### config.mk
export PLATFORM = sky130hd
export DESIGN_NAME = seizure_event_responder_flat
export DESIGN_NICKNAME = d
export VERILOG_FILES = /design/src/rtl/seizure_event_responder_pkg.sv /design/src/rtl/seizure_event_responder_if.sv /design/src/rtl/seizure_event_responder_uart_tx_byte.sv /design/src/rtl/seizure_event_responder.sv /design/src/flat_wrapper.sv
export SDC_FILE = /design/constraint.sdc
export NUM_CORES = 1
export LEC_CHECK = 0
export ABC_CLOCK_PERIOD_IN_PS = 3100
export CORE_MARGIN = 3
export CORE_UTILIZATION = 40
export CTS_BUF_LIST = sky130_fd_sc_hd__clkbuf_16
export DETAILED_ROUTE_END_ITERATION = 6
export GPL_ROUTABILITY_DRIVEN = 1
export GPL_TIMING_DRIVEN = 0
export REMOVE_ABC_BUFFERS = 1
export SLEW_MARGIN = 15
export SYNTH_ARGS = -nofsm -noshare
export SYNTH_HDL_FRONTEND = slang
export SYNTH_HIERARCHICAL = 1
export SYNTH_SLANG_ARGS = --single-unit
### constraint.sdc
create_clock -name clk -period 3.1 [get_ports clk]
set_input_delay 0.62 -clock clk [delete_from_list [all_inputs] [get_ports clk]]
set_output_delay 0.62 -clock clk [all_outputs]
set_load 0.01 [all_outputs]
### src/rtl/seizure_event_responder_pkg.sv
// rtl/seizure_event_responder_pkg.sv - shared constants, state codes and event record for the seizure event responder
//
// Purpose: event type codes, UART frame constants, debounce and TX-sequencer state
//          encodings, the queued event record, and the frame byte selector.
// Ports:   none (package).

package seizure_event_responder_pkg;

    localparam logic [7:0] EVT_ONSET  = 8'h01;
    localparam logic [7:0] EVT_OFFSET = 8'h02;
    localparam logic [7:0] SYNC_BYTE  = 8'hA5;
    localparam int         FRAME_LEN  = 7;

    // Debounce FSM encodings
    localparam logic [1:0] D_IDLE   = 2'd0;
    localparam logic [1:0] D_ONSET  = 2'd1;
    localparam logic [1:0] D_ACTIVE = 2'd2;
    localparam logic [1:0] D_OFFSET = 2'd3;

    // Frame sequencer encodings:
    //   T_START issues the sync byte of a frame started from idle,
    //   T_DATA covers bytes 0..5, T_STOP covers the checksum byte.
    localparam logic [1:0] T_IDLE  = 2'd0;
    localparam logic [1:0] T_START = 2'd1;
    localparam logic [1:0] T_DATA  = 2'd2;
    localparam logic [1:0] T_STOP  = 2'd3;

    typedef struct packed {
        logic [7:0]  evt_type;
        logic [31:0] ts;
    } evt_t;

    // Byte idx of the 7-byte frame for event e; the last byte is the XOR checksum
    // of the type and the four timestamp bytes (the sync byte is excluded).
    function automatic logic [7:0] frame_byte(input evt_t e, input logic [2:0] idx);
        logic [7:0] b;
        case (idx)
            3'd0:    b = SYNC_BYTE;
            3'd1:    b = e.evt_type;
            3'd2:    b = e.ts[31:24];
            3'd3:    b = e.ts[23:16];
            3'd4:    b = e.ts[15:8];
            3'd5:    b = e.ts[7:0];
            default: b = e.evt_type ^ e.ts[31:24] ^ e.ts[23:16] ^ e.ts[15:8] ^ e.ts[7:0];
        endcase
        return b;
    endfunction

endpackage

### src/rtl/seizure_event_responder_if.sv
// rtl/seizure_event_responder_if.sv - detector-side and host-side signal bundle of the seizure event responder
//
// Purpose: groups the decision input strobe and the status/UART outputs.
// Signals: en (active-low enable), dec_valid, seizure_in      : master -> slave
//          seizure_state, stim_trig, tx, tx_busy, event_dropped : slave -> master

interface seizure_event_responder_if;

    logic en;
    logic dec_valid;
    logic seizure_in;
    logic seizure_state;
    logic stim_trig;
    logic tx;
    logic tx_busy;
    logic event_dropped;

    modport master (
        output en, dec_valid, seizure_in,
        input  seizure_state, stim_trig, tx, tx_busy, event_dropped
    );

    modport slave (
        input  en, dec_valid, seizure_in,
        output seizure_state, stim_trig, tx, tx_busy, event_dropped
    );

endinterface

### src/rtl/seizure_event_responder_uart_tx_byte.sv
// rtl/seizure_event_responder_uart_tx_byte.sv - 8N1 UART byte serialiser
//
// Purpose: shifts one byte out as start bit, 8 data bits LSB first, stop bit,
//          each bit BAUD_DIV clocks long.
// Ports:   clk, rst (async, active low)
//          i_start  load i_data and begin a byte (accepted when idle or on o_done)
//          i_data   byte to send
//          o_tx     serial line, idle high
//          o_done   high in the last cycle of the stop bit

module uart_tx_byte #(
    parameter int BAUD_DIV = 16
) (
    input  logic       clk,
    input  logic       rst,
    input  logic       i_start,
    input  logic [7:0] i_data,
    output logic       o_tx,
    output logic       o_done
);

    localparam int BW = (BAUD_DIV > 1) ? $clog2(BAUD_DIV) : 1;

    logic [BW-1:0] r_baud;
    logic [3:0]    r_bit;
    logic [8:0]    r_shift;
    logic          r_busy;
    logic          r_tx;
    logic          w_bit_end;
    logic          w_done;

    assign w_bit_end = r_busy && (r_baud == BW'(BAUD_DIV - 1));
    assign w_done    = w_bit_end && (r_bit == 4'd9);

    // Accepting a new start on the done cycle lets bytes run back-to-back
    // with the next start bit immediately following the stop bit.
    always_ff @(posedge clk or negedge rst) begin
        if (!rst) begin
            r_tx    <= 1'b1;
            r_busy  <= 1'b0;
            r_baud  <= '0;
            r_bit   <= 4'd0;
            r_shift <= 9'd0;
        end else if (i_start && (!r_busy || w_done)) begin
            r_tx    <= 1'b0;
            r_shift <= {1'b1, i_data};
            r_bit   <= 4'd0;
            r_baud  <= '0;
            r_busy  <= 1'b1;
        end else if (r_busy) begin
            if (w_bit_end) begin
                r_baud <= '0;
                if (r_bit == 4'd9) begin
                    r_busy <= 1'b0;
                    r_tx   <= 1'b1;
                end else begin
                    // r_shift[8] is the stop bit, shifted out after the data bits
                    r_tx    <= r_shift[0];
                    r_shift <= {1'b0, r_shift[8:1]};
                    r_bit   <= r_bit + 4'd1;
                end
            end else begin
                r_baud <= r_baud + 1'b1;
            end
        end
    end

    assign o_tx   = r_tx;
    assign o_done = w_done;

endmodule

### src/rtl/seizure_event_responder.sv
// rtl/seizure_event_responder.sv - debounce, timestamp, stimulation trigger and UART event reporting
//
// Purpose: debounces per-sample seizure decisions, timestamps confirmed onset/offset
//          events, pulses stim_trig on onset (with refractory hold-off), queues events
//          in a 2-entry FIFO and sends each as a 7-byte 8N1 frame.
// Ports:   clk, rst (async, active low)
//          bus.slave: en (active low), dec_valid, seizure_in in;
//                     seizure_state, stim_trig, tx, tx_busy, event_dropped out

module seizure_event_responder
    import seizure_event_responder_pkg::*;
#(
    parameter int ONSET_CNT   = 4,
    parameter int OFFSET_CNT  = 8,
    parameter int REFRACT_CYC = 1000,
    parameter int TS_WIDTH    = 32,
    parameter int BAUD_DIV    = 16
) (
    input  logic                        clk,
    input  logic                        rst,
    seizure_event_responder_if.slave    bus
);

    localparam int CNT_MAX = (ONSET_CNT > OFFSET_CNT) ? ONSET_CNT : OFFSET_CNT;
    localparam int CNT_W   = $clog2(CNT_MAX + 1);
    localparam int RW      = $clog2(REFRACT_CYC + 2);

    // ---------------------------------------------------------------- debounce
    logic [1:0]          r_d_state;
    logic [CNT_W-1:0]    r_cnt;
    logic [TS_WIDTH-1:0] r_ts;
    logic [RW-1:0]       r_refract;
    logic                r_seizure;
    logic                r_stim;

    logic [1:0]          w_d_next;
    logic [CNT_W-1:0]    w_cnt_next;
    logic [CNT_W-1:0]    w_cnt_inc;
    logic                w_adv;
    logic                w_conf_on;
    logic                w_conf_off;

    assign w_adv     = bus.dec_valid & ~bus.en;
    assign w_cnt_inc = r_cnt + CNT_W'(1);

    always_comb begin
        w_d_next   = r_d_state;
        w_cnt_next = r_cnt;
        w_conf_on  = 1'b0;
        w_conf_off = 1'b0;
        if (w_adv) begin
            case (r_d_state)
                D_IDLE: begin
                    if (bus.seizure_in) begin
                        if (ONSET_CNT == 1) begin
                            w_conf_on = 1'b1;
                            w_d_next  = D_ACTIVE;
                        end else begin
                            w_d_next   = D_ONSET;
                            w_cnt_next = CNT_W'(1);
                        end
                    end
                end
                D_ONSET: begin
                    if (bus.seizure_in) begin
                        if (w_cnt_inc == CNT_W'(ONSET_CNT)) begin
                            w_conf_on  = 1'b1;
                            w_d_next   = D_ACTIVE;
                            w_cnt_next = '0;
                        end else begin
                            w_cnt_next = w_cnt_inc;
                        end
                    end else begin
                        w_d_next   = D_IDLE;
                        w_cnt_next = '0;
                    end
                end
                D_ACTIVE: begin
                    if (!bus.seizure_in) begin
                        if (OFFSET_CNT == 1) begin
                            w_conf_off = 1'b1;
                            w_d_next   = D_IDLE;
                        end else begin
                            w_d_next   = D_OFFSET;
                            w_cnt_next = CNT_W'(1);
                        end
                    end
                end
                default: begin
                    if (!bus.seizure_in) begin
                        if (w_cnt_inc == CNT_W'(OFFSET_CNT)) begin
                            w_conf_off = 1'b1;
                            w_d_next   = D_IDLE;
                            w_cnt_next = '0;
                        end else begin
                            w_cnt_next = w_cnt_inc;
                        end
                    end else begin
                        w_d_next   = D_ACTIVE;
                        w_cnt_next = '0;
                    end
                end
            endcase
        end
    end

    always_ff @(posedge clk or negedge rst) begin
        if (!rst) begin
            r_d_state <= D_IDLE;
            r_cnt     <= '0;
            r_ts      <= '0;
            r_refract <= '0;
            r_seizure <= 1'b0;
            r_stim    <= 1'b0;
        end else begin
            r_d_state <= w_d_next;
            r_cnt     <= w_cnt_next;
            r_stim    <= 1'b0;
            if (w_adv) begin
                r_ts <= r_ts + 1'b1;
            end
            if (w_conf_on) begin
                r_seizure <= 1'b1;
            end else if (w_conf_off) begin
                r_seizure <= 1'b0;
            end
            // Onset while the hold-off is running is still reported, but not stimulated.
            if (w_conf_on && (r_refract == '0)) begin
                r_stim    <= 1'b1;
                r_refract <= RW'(REFRACT_CYC);
            end else if (!bus.en && (r_refract != '0)) begin
                r_refract <= r_refract - 1'b1;
            end
        end
    end

    // -------------------------------------------------------------- event FIFO
    evt_t       r_q [2];
    logic       r_wr;
    logic       r_rd;
    logic [1:0] r_count;
    logic       r_dropped;

    evt_t       w_push_evt;
    evt_t       w_head;
    logic       w_push;
    logic       w_push_ok;
    logic       w_pop;
    logic       w_empty;
    logic       w_full;

    assign w_push              = w_conf_on | w_conf_off;
    assign w_push_evt.evt_type = w_conf_on ? EVT_ONSET : EVT_OFFSET;
    assign w_push_evt.ts       = r_ts;   // pre-increment value of the confirming decision
    assign w_empty             = (r_count == 2'd0);
    assign w_full              = (r_count == 2'd2);
    assign w_push_ok           = w_push & (~w_full | w_pop);
    assign w_head              = r_q[r_rd];

    always_ff @(posedge clk or negedge rst) begin
        if (!rst) begin
            r_q[0]    <= '0;
            r_q[1]    <= '0;
            r_wr      <= 1'b0;
            r_rd      <= 1'b0;
            r_count   <= 2'd0;
            r_dropped <= 1'b0;
        end else begin
            if (w_push_ok) begin
                r_q[r_wr] <= w_push_evt;
                r_wr      <= ~r_wr;
            end
            if (w_pop) begin
                r_rd <= ~r_rd;
            end
            case ({w_push_ok, w_pop})
                2'b10:   r_count <= r_count + 2'd1;
                2'b01:   r_count <= r_count - 2'd1;
                default: r_count <= r_count;
            endcase
            if (w_push && !w_push_ok) begin
                r_dropped <= 1'b1;
            end
        end
    end

    // -------------------------------------------------------- frame sequencer
    logic [1:0] r_t_state;
    logic [2:0] r_byte_idx;
    evt_t       r_frame;

    logic [1:0] w_t_next;
    logic [2:0] w_idx_next;
    logic [2:0] w_start_idx;
    logic       w_start;
    logic       w_latch;
    logic       w_done;
    logic [7:0] w_tx_data;
    logic       w_uart_tx;

    always_comb begin
        w_t_next    = r_t_state;
        w_idx_next  = r_byte_idx;
        w_start_idx = 3'd0;
        w_start     = 1'b0;
        w_latch     = 1'b0;
        w_pop       = 1'b0;
        case (r_t_state)
            T_IDLE: begin
                if (!w_empty) begin
                    w_pop    = 1'b1;
                    w_latch  = 1'b1;
                    w_t_next = T_START;
                end
            end
            T_START: begin
                w_start    = 1'b1;
                w_idx_next = 3'd0;
                w_t_next   = T_DATA;
            end
            T_DATA: begin
                if (w_done) begin
                    w_start     = 1'b1;
                    w_start_idx = r_byte_idx + 3'd1;
                    w_idx_next  = r_byte_idx + 3'd1;
                    if (r_byte_idx + 3'd1 == 3'(FRAME_LEN - 1)) begin
                        w_t_next = T_STOP;
                    end
                end
            end
            default: begin
                if (w_done) begin
                    if (!w_empty) begin
                        // Chain straight into the next frame: byte 0 is the
                        // constant sync byte, so the new frame can latch this cycle.
                        w_pop      = 1'b1;
                        w_latch    = 1'b1;
                        w_start    = 1'b1;
                        w_idx_next = 3'd0;
                        w_t_next   = T_DATA;
                    end else begin
                        w_t_next = T_IDLE;
                    end
                end
            end
        endcase
    end

    assign w_tx_data = frame_byte(r_frame, w_start_idx);

    always_ff @(posedge clk or negedge rst) begin
        if (!rst) begin
            r_t_state  <= T_IDLE;
            r_byte_idx <= 3'd0;
            r_frame    <= '0;
        end else begin
            r_t_state  <= w_t_next;
            r_byte_idx <= w_idx_next;
            if (w_latch) begin
                r_frame <= w_head;
            end
        end
    end

    uart_tx_byte #(
        .BAUD_DIV (BAUD_DIV)
    ) u_uart_tx_byte (
        .clk     (clk),
        .rst     (rst),
        .i_start (w_start),
        .i_data  (w_tx_data),
        .o_tx    (w_uart_tx),
        .o_done  (w_done)
    );

    assign bus.seizure_state = r_seizure;
    assign bus.stim_trig     = r_stim;
    assign bus.tx            = w_uart_tx;
    assign bus.tx_busy       = (r_t_state != T_IDLE) | ~w_empty;
    assign bus.event_dropped = r_dropped;

endmodule

### src/flat_wrapper.sv
// flat-port wrapper written by rule: the top's interface ports become plain ports
module seizure_event_responder_flat import seizure_event_responder_pkg::*;
#(
    parameter int ONSET_CNT   = 4,
    parameter int OFFSET_CNT  = 8,
    parameter int REFRACT_CYC = 1000,
    parameter int TS_WIDTH    = 32,
    parameter int BAUD_DIV    = 16
)
  (clk, rst, bus_en, bus_dec_valid, bus_seizure_in, bus_seizure_state, bus_stim_trig, bus_tx, bus_tx_busy, bus_event_dropped);
  seizure_event_responder_if bus_i ();
  input  logic clk;
  input  logic rst;
  input wire logic [$bits(bus_i.en)-1:0] bus_en;
  input wire logic [$bits(bus_i.dec_valid)-1:0] bus_dec_valid;
  input wire logic [$bits(bus_i.seizure_in)-1:0] bus_seizure_in;
  output wire logic [$bits(bus_i.seizure_state)-1:0] bus_seizure_state;
  output wire logic [$bits(bus_i.stim_trig)-1:0] bus_stim_trig;
  output wire logic [$bits(bus_i.tx)-1:0] bus_tx;
  output wire logic [$bits(bus_i.tx_busy)-1:0] bus_tx_busy;
  output wire logic [$bits(bus_i.event_dropped)-1:0] bus_event_dropped;
  assign bus_i.en = bus_en;
  assign bus_i.dec_valid = bus_dec_valid;
  assign bus_i.seizure_in = bus_seizure_in;
  assign bus_seizure_state = bus_i.seizure_state;
  assign bus_stim_trig = bus_i.stim_trig;
  assign bus_tx = bus_i.tx;
  assign bus_tx_busy = bus_i.tx_busy;
  assign bus_event_dropped = bus_i.event_dropped;
  seizure_event_responder #(.ONSET_CNT(ONSET_CNT), .OFFSET_CNT(OFFSET_CNT), .REFRACT_CYC(REFRACT_CYC), .TS_WIDTH(TS_WIDTH), .BAUD_DIV(BAUD_DIV)) u_core (.clk(clk), .rst(rst), .bus(bus_i));
endmodule
==> results of run 1 <==
repair_timing:
action                     in CTS  in global routing
setup endpoints to repair     119                 73
hold endpoints to repair        0                  0
hold buffers                    0                  0
resized for setup               3                  5
buffers inserted                0                  3
pin swaps                       1                  3
through the flow:
| stage | utilization | instances | instance area [um^2] | total power [mW] | hold slack [ns] |
|---|---|---|---|---|---|
| floorplan | - | 778 | 8730 | 5.16 | 0.324 |
| global placement | 0.428 | 1062 | 9160 | 5.74 | 0.459 |
| detailed placement | 0.435 | 1067 | 9310 | 5.81 | 0.463 |
| CTS | 0.462 | 1099 | 9890 | 7.93 | 0.191 |
| global route | 0.465 | 1102 | 9960 | 8.47 | 0.210 |
| finish | 0.465 | 1102 | 9960 | 7.86 | 0.176 |
area by class of cell:
class / instances / area, um^2 / share of cell area
well taps: 275 / 344 / 0.0346
flip-flops and latches: 181 / 4530 / 0.455
repair buffers: 17 / 248 / 0.0249
clock buffers: 17 / 425 / 0.0427
multi-input cells: 573 / 4180 / 0.420
clock inverters: 15 / 139 / 0.0139
inverters: 24 / 90.1 / 0.00905
final timing paths:
kind | from | to | slack, ns | depth (start not counted)
worst min-delay path | rst | u_core/u_uart_tx_byte/r_baud[2]$_DFFE_PN0P_ | 0.18 | 1
worst min register to register | u_core/bus.event_dropped$_DFFE_PN0P_ | u_core/bus.event_dropped$_DFFE_PN0P_ | 0.47 | 1
worst max register to register | u_core/r_cnt[0]$_DFFE_PN0P_ | u_core/r_q[31]$_DFFE_PN0P_ | 0.20 | 7
max in group asynchronous | rst | u_core/r_q[46]$_DFFE_PN0P_ | 2.00 | 2
worst max-delay path | u_core/r_cnt[0]$_DFFE_PN0P_ | u_core/r_q[31]$_DFFE_PN0P_ | 0.20 | 7
min in group clk | u_core/bus.event_dropped$_DFFE_PN0P_ | u_core/bus.event_dropped$_DFFE_PN0P_ | 0.47 | 1
flip-flops by register name (all words and copies together) (netlist names), 4 cells and up, named ones only:
name                           cells
u_core/u_uart_tx_byte/r_bit        4
u_core/r_ts                       32
u_core/u_uart_tx_byte/r_baud       4
u_core/r_frame                    34
u_core/r_cnt                       4
u_core/r_q                        68
u_core/r_refract                  10
u_core/u_uart_tx_byte/r_shift      9
power groups by stage:
stage | Clock [mW] | Combinational [mW] | Sequential (mW)
2_1_floorplan | 0 | 1.75 | 3.41
4_1_cts | 2.14 | 2.25 | 3.54
3_5_place_dp | 0 | 2.23 | 3.58
5_1_grt | 2.23 | 2.60 | 3.64
6_report | 2.06 | 2.26 | 3.54
3_3_place_gp | 0 | 2.09 | 3.65
cell usage after synthesis (5+ instances only):
cell type,count,area share
nand4_1,13,0.0091
o21ai_0,30,0.017
nor3_1,19,0.011
o22ai_1,7,0.0049
dfrtp_1,180,0.51
nor2_1,62,0.026
nand3_1,29,0.016
clkbuf_1,21,0.0089
a21oi_1,53,0.030
buf_6,7,0.0089
mux2_2,67,0.085
and3_1,6,0.0042
a22oi_1,9,0.0076
nand2_1,54,0.023
nor2b_1,6,0.0042
nand3b_1,5,0.0042
ha_1,19,0.027
o31ai_1,7,0.0059
mux2i_1,42,0.047
inv_1,23,0.0097
xor2_1,15,0.015
xnor2_1,44,0.043
a31oi_1,6,0.0042
cells by family (layout without fill, tap and decap cells):
group | Yosys count | after routing
AO/OA/AOI/OAI | 158 | 158
XOR/XNOR | 59 | 59
flip-flops | 181 | 181
buffers and inverters | 57 | 73
adder cells (fa/ha/maj) | 19 | 19
multiplexers | 110 | 110
AND/OR/NAND/NOR | 227 | 227
routing by layer:
metal,part of all wire,GRT usage,vias up
met2,0.45,0.230,60
met4,0.016,0.0529,0
li1,-,-,2914
met1,0.51,0.223,2948
met5,0,0,-
met3,0.021,0.0253,20
==> results.md, run 1 <==
- Commonest non-fill, non-tap cell in the layout: dfrtp_1
- Final setup viols: 0
- YS warnings: 6
- Core box area: 21,400 um^2
- Max Fclk: 345 MHz
- H-tree depth: 4
- Max cap viols: 0
- Clock network power share: 0.262
- Drt initial violations: 393
- Die W: 155 um
- Hold Path Class: in2async
- Fillcell total: 1,967
- Num ports: 10
- TritonCTS clock tree: yes
- Peak VDD IR: 337 uV
- Comb pwr share: 0.287
- Final Max Slew Viols: 0
- XOR/XNOR share of the synthesized area: 0.0580
- Vias in the first global route: 5,868
- Min Clock Period, post-route: 2.90 ns
- Site row count: 53
- Drt drc: 0
- Worst Tran Pin Value: 0.849 ns
- Skew-Pair Late Insertion Delay: 0.42 ns
- CTS Root Cell: clkbuf_16
- PortBufs: 9
- Post-Synth Adder-Cell Area: 0.0267
- Detailed Routing Iterations Pass 1: 5
- Post-route ant nets: 0
- Place WS: -0.668 ns
- GRT Overall Usage: 0.152
- WL per Instance: 15.8 um
- Vias: 5,942
- Initial Util: 0.416
- Area Growth Syn to Fin: 11.8%
- LEAKAGE: 4.53 nW
- Ant. Diodes: 0
- P_int: 5.12 mW
- Layout Skew: 0.00878 ns
- Syn avg cell area: 11.0 um^2
- CP bufs+invs: 1
- Top delay family on crit path: compound AO/OA/AOI/OAI gates
- Chip height: 155 um
- WS Path Type: reg2reg
- Fraction of registers with async set or reset after synthesis: 1.00
- Pwr Density: 789 nW/um^2
- Sw frac: 0.348
- Worst setup SP type: flop
- Main synth FF type: dfrtp_1
- Slowest stage delay, CP: 0.70 ns
- Syn Std Cell Area: 8910 um^2
- Crit path cell chain: ha_1 -> nor2b_1 -> a32o_1 -> and2_1 -> o211ai_4 -> buf_16 -> mux2_2
- Sequential share of power: 0.451
- Hold Fails Final Rpt: 0
- Post-synthesis sequential area ratio: 0.509
- Outcome: finished, final reports clean
- Largest family of logic cells by synthesized area: multiplexers
- Slowest cell on crit path: o211ai_4
- CTS Sinks: 181
- NetSw: 2.73 mW
- CP Capture Type: flop
- Final HPWL DP: 11,800 um
- CTS Buf Count: 17
- Post-synth EDFFs: 0
- Drt total wl: 17,400 um
- First-pass GRT wire length: 29,900 um
- CP max FO: 18
- GPL Wtd Cong: 0.822
- RSZ-0062 raised after global routing: no
- # nets final: 838
- CTS clk-pin slew, worst paths: 0.07 ns
- Flops & latches, synth: 181
- Fin crit share: 0.935
- Post-synthesis compound-gate area fraction: 0.115
- Simple-Gate Fraction of Synth Area: 0.128
- Initial antenna violation count: 0
- Critical path data required time: 3.41 ns
- Slew Limit Headroom: 0.430
- Full die area: 24,100 um^2
- Largest net degree at the start of global routing: 100
- Post-synthesis mux area share: 0.133
- Clk buf depth: 2
- Vias/cell: 5.39
- Unique masters post-synth: 64
- Global route overflow: 0
- Setup TNS: 0 ns
- Share of layout cells above drive strength 1: 0.157
- Critical Path AT: 3.20 ns
- Most frequent cells in the layout: dfrtp_1, mux2_2, nor2_1, nand2_1, a21oi_1
- Final WS setup: 0.201 ns
- Post-Syn Instances: 811
(Power assumes the default switching activity.)
==> inputs of run 2 (changes only) <==
CAP_MARGIN = 20   (was not set)
==> results.md, run 2 (synthesis results as in run 1) <==
- Peak VDD IR: 431 uV (+28%)
- CP bufs+invs: 1 (unchanged)
- Core box area: 21,400 um^2 (unchanged)
- Skew-Pair Late Insertion Delay: 0.43 ns (about the same)
- Area Growth Syn to Fin: 11.9% (about the same)
- H-tree depth: 4 (unchanged)
- CP max FO: 18 (unchanged)
- Full die area: 24,100 um^2 (unchanged)
- Chip height: 155 um (unchanged)
- Fillcell total: 1,994 (+1.4%)
- Slew Limit Headroom: 0.432 (+0.00199)
- GPL Wtd Cong: 0.822 (unchanged)
- Biggest regs: u_core/r_q: 68 flops, u_core/r_frame: 34 flops, u_core/r_ts: 32 flops
- Max cap viols: 0 (unchanged)
- # nets final: 840 (+0.24%)
- Place WS: -0.692 ns (-0.0241 ns)
- TritonCTS clock tree: yes
- Commonest non-fill, non-tap cell in the layout: dfrtp_1
- Critical Path AT: 3.22 ns (+0.02 ns)
- LEAKAGE: 4.52 nW (-0.27%)
- GRT Overall Usage: 0.154 (+0.00173)
- Final Max Slew Viols: 0 (unchanged)
- Largest net degree at the start of global routing: 100 (unchanged)
- WS Path Type: reg2reg
- Drt drc: 0 (unchanged)
- CTS Root Cell: clkbuf_16
- CTS Buf Count: 17 (unchanged)
- PortBufs: 9 (unchanged)
- Top delay family on crit path: compound AO/OA/AOI/OAI gates
- Die W: 155 um (unchanged)
- Largest register FFs: 68 (unchanged)
- Num ports: 10 (unchanged)
- Crit path cell chain: ha_1 -> nor2b_1 -> a32o_1 -> and2_1 -> o211ai_4 -> buf_16 -> mux2_2
- Drt initial violations: 354 (-9.9%)
- First-pass GRT wire length: 30,100 um (+0.81%)
- Final HPWL DP: 11,900 um (+0.91%)
- Layout Skew: 0.0118 ns (+0.00304 ns)
- CTS clk-pin slew, worst paths: 0.07 ns (about the same)
- Area of the multi-input gates: 4150 um^2 (-0.69%)
- Outcome: finished, final reports clean
- Site row count: 53 (unchanged)
- Worst setup SP type: flop
- Vias: 5,977 (+0.59%)
- Post-layout util: 0.465 (about the same)
- Share of layout cells above drive strength 1: 0.157 (-0.000379)
- Critical path data required time: 3.41 ns (about the same)
- Slowest stage delay, CP: 0.71 ns (about the same)
- Worst Tran Pin Value: 0.846 ns (-0.00296 ns)
- WL per Instance: 16.0 um (+0.92%)
- CP Capture Type: flop
- Initial Util: 0.416 (unchanged)
- Global route overflow: 0 (unchanged)
- Register area: 4530 um^2 (unchanged)
- Final WS setup: 0.194 ns (-0.00693 ns)
- Vias in the first global route: 5,899 (+0.53%)
- Max Fclk: 344 MHz (-0.24%)
- Placed cell area: 9330 um^2 (+0.19%)
- RSZ-0062 raised after global routing: no
- Hold Fails Final Rpt: 0 (unchanged)
- Min Clock Period, post-route: 2.91 ns (+0.00693 ns)
- Drt total wl: 17,600 um (+1.1%)
- Final Instance Area: 9960 um^2 (about the same)
- Final setup viols: 0 (unchanged)
- Fin crit share: 0.937 (+0.00224)
- Most frequent cells in the layout: dfrtp_1, mux2_2, nor2_1, nand2_1, a21oi_1
- Ant. Diodes: 0 (unchanged)
- Clk buf depth: 2 (unchanged)
- Hold Path Class: in2async
- CTS Sinks: 181 (unchanged)
- Initial antenna violation count: 0 (unchanged)
- Vias/cell: 5.41 (+0.41%)
- Detailed Routing Iterations Pass 1: 5 (unchanged)
- Setup TNS: 0 ns (unchanged)
- Pwr Density: 797 nW/um^2 (+0.96%)
- Biggest register: u_core/r_q
- Slowest cell on crit path: o211ai_4
- Post-route ant nets: 0 (unchanged)
run 2: cell types whose count changed in the layout (fill, tap and decap cells not counted), sizes merged:
cell | previous run | this run
buf | 9 | 11
bufinv | 2 | 3
clkinv | 10 | 9
run 2: repair_timing:
item | CTS | global route
gates resized for setup | 2 | 3
buffers inserted | 2 | 0
pin swaps | 1 | 0
endpoints found under the setup margin | 119 | 20
hold buffers | 0 | 0
run 2: layout make-up:
cell class                      count  area share
Inverter                           24     0.00904
Sequential cell                   181       0.455
Clock buffer                       17      0.0427
Tap cell                          275      0.0345
Timing Repair Buffer               19      0.0259
Clock inverter                     15      0.0165
Multi-Input combinational cell    573       0.417
run 2: layer usage:
metal | track usage | up-vias | wire length [um]
li1 | - | 2922 | -
met1 | 0.223 | 2976 | 9000
met2 | 0.234 | 70 | 7980
met3 | 0.0339 | 9 | 489
met4 | 0.0421 | 0 | 143
met5 | 0 | - | 0
run 2: report_power, final:
part           internal [mW]  total, mW  switching [mW]  leakage [nW]
logic                   1.08       2.24            1.16          1.86
registers               2.86       3.54           0.680          2.37
clock network           1.26       2.15           0.894         0.291
run 2: final timing paths:
| check | from | to | slack, ns | depth (start not counted) |
|---|---|---|---|---|
| max | u_core/r_cnt[0]$_DFFE_PN0P_ | u_core/r_q[23]$_DFFE_PN0P_ | 0.19 | 7 |
| max reg2reg | u_core/r_cnt[0]$_DFFE_PN0P_ | u_core/r_q[23]$_DFFE_PN0P_ | 0.19 | 7 |
| min | rst | u_core/u_uart_tx_byte/r_baud[2]$_DFFE_PN0P_ | 0.17 | 1 |
| min in group clk | u_core/bus.event_dropped$_DFFE_PN0P_ | u_core/bus.event_dropped$_DFFE_PN0P_ | 0.47 | 1 |
| min reg2reg | u_core/bus.event_dropped$_DFFE_PN0P_ | u_core/bus.event_dropped$_DFFE_PN0P_ | 0.47 | 1 |
| max in group asynchronous | rst | u_core/r_q[46]$_DFFE_PN0P_ | 2.00 | 2 |
run 2: per-stage QoR:
step | instances | hold WS (ns) | total power [mW]
final | 1104 | 0.173 | 7.94
after global routing | 1104 | 0.216 | 8.54
after CTS | 1104 | 0.190 | 8.01
after detailed placement | 1070 | 0.463 | 5.81
after global placement | 1062 | 0.459 | 5.74
after floorplan | 778 | 0.324 | 5.16
==> inputs of run 3 (changes only) <==
PLACE_DENSITY_LB_ADDON = 0.3   (was not set)
==> results.md, run 3 (synthesis results as in run 1) <==
- Initial Util: 0.416 (unchanged)
- CP Capture Type: flop
- Final WS setup: 0.188 ns (-0.00650 ns)
- Largest net degree at the start of global routing: 94 (-6.0%)
- First-pass GRT wire length: 29,300 um (-2.6%)
- # nets final: 842 (+0.24%)
- Slowest stage delay, CP: 0.41 ns (-0.30 ns)
- Most frequent cells in the layout: dfrtp_1, mux2_2, nor2_1, nand2_1, a21oi_1
- Min Clock Period, post-route: 2.91 ns (+0.00650 ns)
- Site row count: 53 (unchanged)
- LEAKAGE: 4.54 nW (+0.57%)
- Drt initial violations: 359 (+1.4%)
- CTS clk-pin slew, worst paths: 0.07 ns (about the same)
- Ant. Diodes: 0 (unchanged)
- Crit path cell chain: inv_1 -> ha_1 -> nand3b_1 -> nor3_4 -> mux2i_1 -> a31oi_2 -> nor2b_1 -> o21ai_4 -> buf_16 -> mux2_2
- Critical path data required time: 3.41 ns (about the same)
- Full die area: 24,100 um^2 (unchanged)
- Worst Tran Pin Value: 0.809 ns (-0.0370 ns)
- Global route overflow: 0 (unchanged)
- Commonest non-fill, non-tap cell in the layout: dfrtp_1
- TritonCTS clock tree: yes
- WL per Instance: 15.7 um (-1.9%)
- Placed instance count: 1,070 (unchanged)
- Num ports: 10 (unchanged)
- Drt drc: 0 (unchanged)
- Final Max Slew Viols: 0 (unchanged)
- RSZ-0062 raised after global routing: no
- Peak VDD IR: 375 uV (-13%)
- CP max FO: 18 (unchanged)
- CTS Buf Count: 17 (unchanged)
- Non-Filler Instances: 1,106 (+0.18%)
- Chip height: 155 um (unchanged)
- Final HPWL DP: 11,800 um (-1.3%)
- Share of layout cells above drive strength 1: 0.160 (+0.00323)
- Largest register FFs: 68 (unchanged)
- Placed cell area: 9340 um^2 (+0.16%)
- GPL Wtd Cong: 0.791 (-3.7%)
- Outcome: finished, final reports clean
- Worst setup SP type: flop
- Skew-Pair Late Insertion Delay: 0.42 ns (about the same)
- PortBufs: 9 (unchanged)
- Final Instance Area: 10,000 um^2 (+0.56%)
- WS Path Type: reg2reg
- Area Growth Syn to Fin: 12.5%
- Biggest register: u_core/r_q
- Initial antenna violation count: 0 (unchanged)
- Die W: 155 um (unchanged)
- CTS Sinks: 181 (unchanged)
- Hold Path Class: in2async
- Critical Path AT: 3.22 ns (about the same)
- Post-route ant nets: 0 (unchanged)
- Vias: 5,956 (-0.35%)
- Detailed Routing Iterations Pass 1: 5 (unchanged)
- Vias in the first global route: 5,725 (-2.9%)
- H-tree depth: 4 (unchanged)
- Final setup viols: 0 (unchanged)
- Core box area: 21,400 um^2 (unchanged)
- Slew Limit Headroom: 0.456 (+0.0249)
- Place WS: -0.633 ns (+0.0590 ns)
- GRT Overall Usage: 0.150 (-0.00431)
- Layout Skew: 0.00879 ns (-0.00303 ns)
- Slowest cell on crit path: dfrtp_1
- Cts hold-fix bufs: 0 (unchanged)
- Drt total wl: 17,300 um (-1.7%)
- Max cap viols: 0 (unchanged)
- Biggest regs: u_core/r_q: 68 flops, u_core/r_frame: 34 flops, u_core/r_ts: 32 flops
- Pwr Density: 807 nW/um^2 (+1.3%)
- Hold Fails Final Rpt: 0 (unchanged)
- Vias/cell: 5.39 (-0.53%)
- CTS Root Cell: clkbuf_16
- Max Fclk: 343 MHz (-0.22%)
- Fin crit share: 0.939 (+0.00210)
- Clk buf depth: 2 (unchanged)
## run 3: path summary, 6_finish.rpt
kind	from	end	depth (start not counted)	slack (ns)
worst min register to register	u_core/bus.event_dropped$_DFFE_PN0P_	u_core/bus.event_dropped$_DFFE_PN0P_	1	0.48
worst max register to register	u_core/u_uart_tx_byte/r_bit[1]$_DFFE_PN0P_	u_core/r_q[63]$_DFFE_PN0P_	10	0.19
max in group asynchronous	rst	u_core/r_rd$_DFFE_PN0P_	2	2.02
min in group clk	u_core/bus.event_dropped$_DFFE_PN0P_	u_core/bus.event_dropped$_DFFE_PN0P_	1	0.48
worst max-delay path	u_core/u_uart_tx_byte/r_bit[1]$_DFFE_PN0P_	u_core/r_q[63]$_DFFE_PN0P_	10	0.19
worst min-delay path	rst	u_core/u_uart_tx_byte/r_baud[2]$_DFFE_PN0P_	1	0.20
## run 3: layout make-up
| class | instances | area [um^2] |
|---|---|---|
| clock inverters | 15 | 201 |
| inverters | 24 | 90.1 |
| well taps | 275 | 344 |
| flip-flops and latches | 181 | 4530 |
| clock buffers | 17 | 425 |
| repair buffers | 21 | 288 |
| fillers | 1950 | 11400 |
| multi-input cells | 573 | 4140 |
## run 3: timing repair
item                       in CTS  in global routing
hold endpoints to repair        0                  0
setup endpoints to repair      89                 27
buffers inserted                0                  3
pin swaps                       1                  1
resized for setup               3                  2
## run 3: stage by stage
| step | total power [mW] | hold slack [ns] | setup TNS, ns | utilization |
|---|---|---|---|---|
| 2_1_floorplan | 5.16 | 0.324 | -39.34 | - |
| 3_3_place_gp | 5.73 | 0.463 | -1255.25 | 0.428 |
| 3_5_place_dp | 5.83 | 0.467 | -35.09 | 0.436 |
| 4_1_cts | 8.15 | 0.224 | 0 | 0.466 |
| 5_1_grt | 8.61 | 0.253 | 0 | 0.468 |
| 6_report | 8.08 | 0.198 | 0 | 0.468 |
## run 3: per-layer routing
metal | GRT usage | vias up | routed length, um
met2 | 0.226 | 78 | 7840
met4 | 0.0338 | 0 | 146
met1 | 0.221 | 2948 | 8780
met5 | 0 | - | 0
li1 | - | 2922 | -
met3 | 0.0337 | 8 | 540
## run 3: power by group
group | internal [mW] | switching, mW | total [mW] | leakage, nW
combinational | 1.09 | 1.17 | 2.27 | 1.87
sequential | 2.86 | 0.668 | 3.53 | 2.37
clock | 1.36 | 0.932 | 2.29 | 0.306
## run 3: worst max-delay path, delay by kind of cell, from the launching register on
| kind | cells | cell delay (ns) |
|---|---|---|
| AOI/OAI and AO/OA | 2 | 0.59 |
| buffers and inverters | 2 | 0.32 |
| DFF | 1 | 0.41 |
| adders and majority gates | 1 | 0.19 |
| and+or+nand+nor | 3 | 0.75 |
| muxes | 2 | 0.52 |
